<file path="src/rtl/mac_sequencer_pkg.sv">
// Shared definitions for the MAC sequencer slice: RV32 major opcodes and FSM state encoding.
// Latency: n/a (constants only).
// Backpressure: n/a.
//
// The custom MAC instruction lives on opcode 7'b1111111 alongside the base RV32 opcodes.
package mac_sequencer_pkg;

  // RV32 major opcodes
  localparam logic [6:0] OPC_LUI      = 7'b0110111;
  localparam logic [6:0] OPC_AUIPC    = 7'b0010111;
  localparam logic [6:0] OPC_JAL      = 7'b1101111;
  localparam logic [6:0] OPC_JALR     = 7'b1100111;
  localparam logic [6:0] OPC_BRANCH   = 7'b1100011;
  localparam logic [6:0] OPC_LOAD     = 7'b0000011;
  localparam logic [6:0] OPC_STORE    = 7'b0100011;
  localparam logic [6:0] OPC_OP_IMM   = 7'b0010011;
  localparam logic [6:0] OPC_OP       = 7'b0110011;
  localparam logic [6:0] OPC_MISC_MEM = 7'b0001111;
  localparam logic [6:0] OPC_SYSTEM   = 7'b1110011;
  localparam logic [6:0] OPC_MAC      = 7'b1111111;  // rd = rd + rs1*rs2

  // Sequencer FSM encoding (kept as plain constants for legacy tools)
  typedef logic [1:0] state_t;
  localparam state_t ST_IDLE = 2'd0;
  localparam state_t ST_RUN  = 2'd1;
  localparam state_t ST_DONE = 2'd2;

endpackage

</file>
<file path="src/rtl/mac_shift_add.sv">
// Radix-2 shift-add datapath: one multiplier bit consumed per step, product accumulated in place.
// Latency: load takes one edge; each step one edge; last_o/zero_o reflect the current iteration.
// Backpressure: none; the controller gates load_i/step_i.
//
// Ports: clk/reset (sync, active-high); load_i latches mcand_i/mplier_i/acc_i and clears the count;
// step_i performs one iteration; prod_next_o is the product after the current iteration;
// last_o flags the XLEN-th iteration; zero_o flags an exhausted multiplier (MAC_EARLY_TERM_EN only).
module mac_shift_add #(
  parameter int XLEN  = 32,
  parameter int CNT_W = 6
) (
  input  logic            clk,
  input  logic            reset,
  input  logic            load_i,
  input  logic            step_i,
  input  logic [XLEN-1:0] mcand_i,
  input  logic [XLEN-1:0] mplier_i,
  input  logic [XLEN-1:0] acc_i,
  output logic [XLEN-1:0] prod_next_o,
  output logic            last_o,
  output logic            zero_o
);

  logic [XLEN-1:0]  mcand_q, mcand_d;
  logic [XLEN-1:0]  mplier_q, mplier_d;
  logic [XLEN-1:0]  prod_q, prod_d;
  logic [CNT_W-1:0] cnt_q, cnt_d;
  logic [XLEN-1:0]  prod_step;

  // Carry out of the add is dropped: only the low XLEN bits of rd + rs1*rs2 are architectural.
  assign prod_step   = prod_q + (mplier_q[0] ? mcand_q : '0);
  assign prod_next_o = prod_step;
  assign last_o      = (cnt_q == CNT_W'(XLEN - 1));

`ifdef MAC_EARLY_TERM_EN
  // Looks at the multiplier as it will be after this iteration's shift.
  assign zero_o = (mplier_q[XLEN-1:1] == '0);
`else
  assign zero_o = 1'b0;
`endif

  always_comb begin
    mcand_d  = mcand_q;
    mplier_d = mplier_q;
    prod_d   = prod_q;
    cnt_d    = cnt_q;
    if (load_i) begin
      mcand_d  = mcand_i;
      mplier_d = mplier_i;
      prod_d   = acc_i;
      cnt_d    = '0;
    end else if (step_i) begin
      mcand_d  = mcand_q << 1;
      mplier_d = mplier_q >> 1;
      prod_d   = prod_step;
      cnt_d    = cnt_q + CNT_W'(1);
    end
  end

  always_ff @(posedge clk) begin
    if (reset) begin
      mcand_q  <= '0;
      mplier_q <= '0;
      prod_q   <= '0;
      cnt_q    <= '0;
    end else begin
      mcand_q  <= mcand_d;
      mplier_q <= mplier_d;
      prod_q   <= prod_d;
      cnt_q    <= cnt_d;
    end
  end

endmodule

</file>
<file path="src/rtl/mac_sequencer.sv">
// Multi-cycle MAC sequencer beside EX: rd = rd + rs1*rs2 (low XLEN bits) via shift-add.
// Latency: start in cycle 0, RUN cycles 1..XLEN, one-cycle write request in cycle XLEN+1.
// Backpressure: stall freezes ID/IF from the accepting cycle through the last RUN cycle; flush aborts.
//
// Ports: clk/reset (sync, active-high); start/flush from EX control; rs1_val, rs2_val, acc_val, rd_in
// operands; stall, busy status; result_valid/result/result_rd write request to the writeback mux.
// Option: define MAC_EARLY_TERM_EN to leave RUN as soon as the remaining multiplier bits are all zero.
module mac_sequencer
  import mac_sequencer_pkg::*;
#(
  parameter int XLEN  = 32,
  parameter int CNT_W = 6
) (
  input  logic            clk,
  input  logic            reset,
  input  logic            start,
  input  logic            flush,
  input  logic [XLEN-1:0] rs1_val,
  input  logic [XLEN-1:0] rs2_val,
  input  logic [XLEN-1:0] acc_val,
  input  logic [4:0]      rd_in,
  output logic            stall,
  output logic            busy,
  output logic            result_valid,
  output logic [XLEN-1:0] result,
  output logic [4:0]      result_rd
);

  state_t          state_q, state_d;
  logic [4:0]      rd_q;
  logic [XLEN-1:0] result_q;
  logic [4:0]      result_rd_q;

  logic            accept;
  logic            step;
  logic            finish;
  logic [XLEN-1:0] prod_next;
  logic            last;
  logic            zero;

  // Flush wins over a same-cycle start; start outside IDLE is ignored since upstream is stalled.
  assign accept = (state_q == ST_IDLE) && start && !flush;
  assign step   = (state_q == ST_RUN) && !flush;
  assign finish = step && (last || zero);

  mac_shift_add #(
    .XLEN  (XLEN),
    .CNT_W (CNT_W)
  ) u_shift_add (
    .clk         (clk),
    .reset       (reset),
    .load_i      (accept),
    .step_i      (step),
    .mcand_i     (rs1_val),
    .mplier_i    (rs2_val),
    .acc_i       (acc_val),
    .prod_next_o (prod_next),
    .last_o      (last),
    .zero_o      (zero)
  );

  always_comb begin
    state_d = state_q;
    case (state_q)
      ST_IDLE: if (accept) state_d = ST_RUN;
      ST_RUN: begin
        if (flush)       state_d = ST_IDLE;
        else if (finish) state_d = ST_DONE;
      end
      ST_DONE: state_d = ST_IDLE;
      default: state_d = ST_IDLE;
    endcase
  end

  // The output registers capture the final product on the last RUN edge, so result stays
  // stable after DONE even though the datapath may be reloaded by the next start.
  always_ff @(posedge clk) begin
    if (reset) begin
      state_q     <= ST_IDLE;
      rd_q        <= '0;
      result_q    <= '0;
      result_rd_q <= '0;
    end else begin
      state_q <= state_d;
      if (accept) rd_q <= rd_in;
      if (finish) begin
        result_q    <= prod_next;
        result_rd_q <= rd_q;
      end
    end
  end

  // Stall drops in DONE so the pipeline advances during the writeback cycle.
  assign stall        = accept || (state_q == ST_RUN);
  assign busy         = (state_q != ST_IDLE);
  assign result_valid = (state_q == ST_DONE) && !flush;
  assign result       = result_q;
  assign result_rd    = result_rd_q;

endmodule

</file>
<file path="config.mk">
export PLATFORM = sky130hd
export DESIGN_NAME = mac_sequencer
export DESIGN_NICKNAME = d
export VERILOG_FILES = /design/src/rtl/mac_sequencer_pkg.sv /design/src/rtl/mac_shift_add.sv /design/src/rtl/mac_sequencer.sv
export SDC_FILE = /design/constraint.sdc
export NUM_CORES = 1
export LEC_CHECK = 0
export ABC_CLOCK_PERIOD_IN_PS = 6400
export BUFFER_PORTS_ARGS = -buffer_cell sky130_fd_sc_hd__buf_2
export CAP_MARGIN = 20
export CORE_MARGIN = 2
export CORE_UTILIZATION = 42
export CTS_CLUSTER_DIAMETER = 80
export DETAILED_ROUTE_END_ITERATION = 6
export HOLD_SLACK_MARGIN = 0.06
export SLEW_MARGIN = 30
export SYNTH_ARGS = -nofsm -noshare
export SYNTH_HDL_FRONTEND = slang
export SYNTH_HIERARCHICAL = 1
export SYNTH_SLANG_ARGS = --single-unit
export TNS_END_PERCENT = 50
</file>
<file path="constraint.sdc">
create_clock -name clk -period 6.4 [get_ports clk]
set_input_delay 1.28 -clock clk [delete_from_list [all_inputs] [get_ports clk]]
set_output_delay 1.28 -clock clk [all_outputs]
set_load 0.02 [all_outputs]
</file>
---- Word-level counts from Yosys, hierarchy flattened ----
Cells that the tools add are included.
storage, ports and cells
  bits in registers ....................... 146
  bits of input ports ..................... 105
  output and inout port bits .............. 40
cells by class
  add/sub/neg operators ................... 2
  equal/unequal tests ..................... 5
  muxes and demuxes ....................... 11
  reduce and logical (&&, ||, !) cells .... 12
operator list
  cell                                                  number
  two-way mux 32 bit                                    7
  adder 32 bit                                          1
  adder 6 x 1 -> 6 bit (second input constant)          1
  equality test 6 x 5 -> 1 bit (second input constant)  1
  two-way mux 2 bit                                     3
  logical AND 1 bit                                     5
  case mux 2 bit (2 select lines)                       1
  nonzero test 2 bit                                    2
  inequality test 3 bit (second input constant)         1
  equality test 2 x 1 -> 1 bit (second input constant)  1
  equality test 2 bit (second input constant)           1
  zero test 2 bit                                       1
  inequality test 2 bit (second input constant)         1
  AND reduction 2 bit                                   1
  OR reduction 2 bit                                    1
  zero test 1 bit                                       1
  logical OR 1 bit                                      1

---- Logic depth before layout (Yosys ltp) ----
  word-level depth ........................ 6
  gate-level depth with buffers ........... 14
  mapped depth without buffers ............ 13

---- By module ----
Netlist, hierarchy kept.
by module, submodules not included
  module         instances  cells an instance  area an instance (um^2)
  mac_shift_add  1          833                6451.2
  mac_sequencer  1          190                1956.9

---- Least setup slack after synthesis ----
No wires, ideal clock.
  kind .................................... in2out
  start point ............................. input port flush
  end point ............................... output port stall
  arrival ................................. 1.940 ns
  path slack .............................. 3.180 ns
  stages .................................. 3
  cell sequence ........................... nor4b_1 buf_2 a21o_1
between the ends
  word-level cells in the longest chain between the ends .. 3
RTL lines
  item               line                 RTL
  from (decl)        mac_sequencer.sv:17  input logic flush,
  zero test 1 bit    mac_sequencer.sv:42  assign accept = (state_q == ST_IDLE) && start && !flush;
  logical AND 1 bit  mac_sequencer.sv:42
  net accept         mac_sequencer.sv:34  logic accept;
  logical OR 1 bit   mac_sequencer.sv:94  assign stall = accept || (state_q == ST_RUN);
  to (decl)          mac_sequencer.sv:22  output logic stall,
The timed path passes the listed nets, and every way through them passes these cells.

---- Worst setup path in the final report ----
  start point ............................. register u_shift_add.mplier_q[0]
  end point ............................... register u_shift_add.prod_q[31]
between the ends
  word-level cells in the longest chain between the ends .. 4
RTL lines
  item                    line                 RTL
  from (decl)             mac_shift_add.sv:25  logic [XLEN-1:0] mplier_q, mplier_d;
  from (signal assigned)  mac_shift_add.sv:68  mplier_q <= mplier_d;
  two-way mux 32 bit      mac_shift_add.sv:31  assign prod_step = prod_q + (mplier_q[0] ? mcand_q : '0);
  adder 32 bit            mac_shift_add.sv:31
  net prod_next[31]       mac_sequencer.sv:37  logic [XLEN-1:0] prod_next;
  two-way mux 32 bit      mac_shift_add.sv:52  end else if (step_i) begin
  two-way mux 32 bit      mac_shift_add.sv:47  if (load_i) begin
  to (signal assigned)    mac_shift_add.sv:69  prod_q <= prod_d;
  to (decl)               mac_shift_add.sv:26  logic [XLEN-1:0] prod_q, prod_d;
The timed path passes the listed nets, and every way through them passes these cells. The select of a mux whose other input is x is not followed.
A chain may end at the register's enable or synchronous reset.

==> flow_metrics.env <==
export IMPL_status="finished clean"
export IMPL_grt_pass1_wl_mm=33.6
export IMPL_cts_tree="done"
export IMPL_synth_area_um2=8410
export IMPL_crit_slowest_cell="dfxtp_1"
export IMPL_post_route_cell_area_um2=9820
export IMPL_grt_max_degree=191
export IMPL_crit_path_start="u_shift_add/mplier_q[0]"
export IMPL_wl_met2_mm=8.61
export IMPL_area_growth_pct=16.8
export IMPL_die_area_um2=21200
export IMPL_finalPower_mw=2.25
export IMPL_grt_overflow_total=0
export IMPL_yosys_cell_types_count=65
export IMPL_ir_drop_uv=190
export IMPL_die_x_um=145
export IMPL_ctsHoldBuffers=0
export IMPL_drive_gt1_frac=0.175
export IMPL_synth_area_top_cells="dfxtp_1 35%, mux2i_1 14%, nor2_1 8.2%"
export IMPL_core_area_um2=19500
export IMPL_numCtsBuffers=17
export IMPL_yosys_area_top_type="dfxtp_1"
export IMPL_setup_viol=0
export IMPL_cts_resized=0
export IMPL_post_route_min_period_ns=3.53
export IMPL_timing_max_cap_violations=0
export IMPL_clk_pin_slew_worst_paths_ns=0.06
export IMPL_wl_per_cell_um=15.0
export IMPL_cts_root_buf="clkbuf_16"
export IMPL_cts_buffer_depth=2
export IMPL_antenna_found_initial=7
export IMPL_dieHeight_um=145
export IMPL_rr_startpoint="u_shift_add/mplier_q[0]"
export IMPL_r2r_end="u_shift_add/prod_q[31]"
export IMPL_ys_flop_type="dfxtp_1"
export IMPL_drc=0
export IMPL_wl_met1_mm=10.7
export IMPL_row_count=51
export IMPL_place_area_um2=9200
export IMPL_synthArstFlopShare=0
export IMPL_synth_common_cells="183 x nor2_1, 146 x dfxtp_1, 116 x a21oi_1, 115 x mux2i_1, 77 x nand2b_1"
export IMPL_num_io_pins=145
export IMPL_wirelength_mm=21.0
export IMPL_worstPathCellList="and2_1 -> ha_1 -> a21oi_1 -> a2111oi_4 -> a211oi_2 -> o2111ai_1 -> a31oi_1 -> o21ai_2 -> xnor2_1 -> a221o_1"
export IMPL_p_leak_nw=4.11
export IMPL_placed_cells=1366
export IMPL_crit_buf_inv=0
export IMPL_path_depth=10
export IMPL_timing_fmax_ghz=0.283
export IMPL_route_met3_wl_mm=1.50
export IMPL_nFillCells=1981
export IMPL_first_iter_violations=441
export IMPL_final_nets=1258
export IMPL_cp_endpoint="u_shift_add/prod_q[31]"
export IMPL_vias=7078
export IMPL_gp_congestion=0.862
export IMPL_ys_seq_elements=146
export IMPL_yosysSeqAreaShare=0.348
export IMPL_fin_util=0.503
export IMPL_power_density_nw_per_um2=229
export IMPL_hp_class="reg -> reg"
export IMPL_postCtsSetupBuffers=0
export IMPL_holdWs_ns=0.468
export IMPL_antenna_left=0
export IMPL_rsz0062_at_grt="no"
export IMPL_synth_top_area_frac=0.348
export IMPL_avgSynthCellArea_um2=8.22
export IMPL_yosys_warnings=6
export IMPL_synthesis_instances=1023
export IMPL_yosysMostFrequentCell="nor2_1"
export IMPL_finalCritPeriodShare=0.552
export IMPL_final_instance_count_excl_fill=1401
export IMPL_critPathArrivalTime_ns=3.85
export IMPL_grt_pass1_vias=6586
export IMPL_end_kind="flip-flop"
export IMPL_clock_latency_ns=0.43
export IMPL_crit_required_ns=6.72
export IMPL_critPathTopFamily="compound AO/OA/AOI/OAI gates"
export IMPL_relSlewSlack=0.389
export IMPL_finClkSkew_ns=0.00985
export IMPL_via_per_inst=5.05
export IMPL_worst_pin_slew_ns=0.916
export IMPL_tns_ns=0
export IMPL_groute_usage_overall=0.196
export IMPL_htreeDepth=4
export IMPL_startpoint_type="flip-flop"
export IMPL_syn_nets=1161
export IMPL_clock_sinks=146
export IMPL_firstDrtPassIters=5
export IMPL_crit_fanout=33
export IMPL_synth_edf_count=0
export IMPL_worstRegToRegCells=10
export IMPL_crit_type="reg -> reg"
export IMPL_r2r_slack_ns=2.87
export IMPL_final_max_slew_viol_count=0
export IMPL_hold_viol=0
export IMPL_io_buffers=144
export IMPL_topRoutingLayerUsed="met5"
export IMPL_fin_ws_ns=2.87
export IMPL_pre_cts_slack_ns=2.78
export IMPL_start_util=0.431
export IMPL_slowest_delay_ns=0.83
export IMPL_dp_hpwl_mm=14.5
[how the worst min path moves through the flow]
stage,slack (ns),end,startpoint,cells after the start
finish,0.47,result[28],result[28],2
global route,0.50,result[14],result[14],2
CTS,0.47,result[19],result[19],2
detailed placement,0.46,result[3],result[3],2
global placement,0.46,result_rd[1],result_rd[1],2
floorplan,0.45,result_rd[0],rd_q[0],2
[state kept, by name (all words and copies together) (netlist names)]
name                  cells
result                   32
result_rd                 5
u_shift_add/mplier_q     32
u_shift_add/mcand_q      32
rd_q                      5
state_q                   2
u_shift_add/prod_q       32
u_shift_add/cnt_q         6
[placed cells by master (no fill, tap or decap), drive strengths merged, types with 4 or more instances in the layout]
| master | synthesis | final |
|---|---|---|
| a21o | 13 | 13 |
| a21oi | 117 | 117 |
| a221oi | 8 | 8 |
| and2 | 32 | 32 |
| and3 | 4 | 4 |
| buf | 22 | 148 |
| clkbuf | 48 | 19 |
| clkinv | 0 | 5 |
| dfxtp | 146 | 146 |
| diode | 0 | 4 |
| ha | 32 | 32 |
| inv | 17 | 18 |
| mux2i | 115 | 115 |
| nand2 | 49 | 49 |
| nand2b | 77 | 77 |
| nand3 | 7 | 7 |
| nand4 | 13 | 13 |
| nor2 | 183 | 183 |
| nor2b | 6 | 6 |
| nor3 | 9 | 9 |
| o211ai | 5 | 5 |
| o21a | 10 | 10 |
| o21ai | 26 | 26 |
| o21bai | 7 | 7 |
| xnor2 | 19 | 19 |
| xor2 | 16 | 16 |
[logic make-up after synthesis]
group                      share of synthesized area
and+or+nand+nor                                0.225
AOI/OAI and AO/OA                              0.156
DFF                                            0.348
muxes                                          0.140
buffers and inverters                         0.0454
xor gates and xnor gates                      0.0365
adders and majority gates                     0.0500
other                                       0.000446
[per-layer routing]
layer | track usage | vias to the layer above
met5 | 0 | -
li1 | - | 3700
met4 | 0.0627 | 4
met2 | 0.280 | 183
met3 | 0.0583 | 21
met1 | 0.281 | 3170
[where the power goes]
group | switching [mW] | internal (mW) | total, mW
combinational | 0.143 | 0.105 | 0.248
sequential | 0.0239 | 0.945 | 0.969
clock | 0.400 | 0.633 | 1.03
[area by class of cell]
cell class | instances | area (um^2) | area share
inverter | 17 | 63.8 | 0.00650
clock inverter | 12 | 158 | 0.0161
antenna | 4 | 10.0 | 0.00102
sequential | 146 | 2920 | 0.298
multi-input combinational | 790 | 5110 | 0.521
clock buffer | 19 | 453 | 0.0461
timing repair buffer | 148 | 769 | 0.0784
tap | 265 | 332 | 0.0338
[tightest hold or removal path, delay by kind of cell (launching register included)]
| family | cells | cell delay (ns) |
|---|---|---|
| flip-flops | 1 | 0.30 |
| multiplexers | 1 | 0.06 |
| AND/OR/NAND/NOR | 1 | 0.06 |
Note: power is estimated with default switching activity, not from simulation.
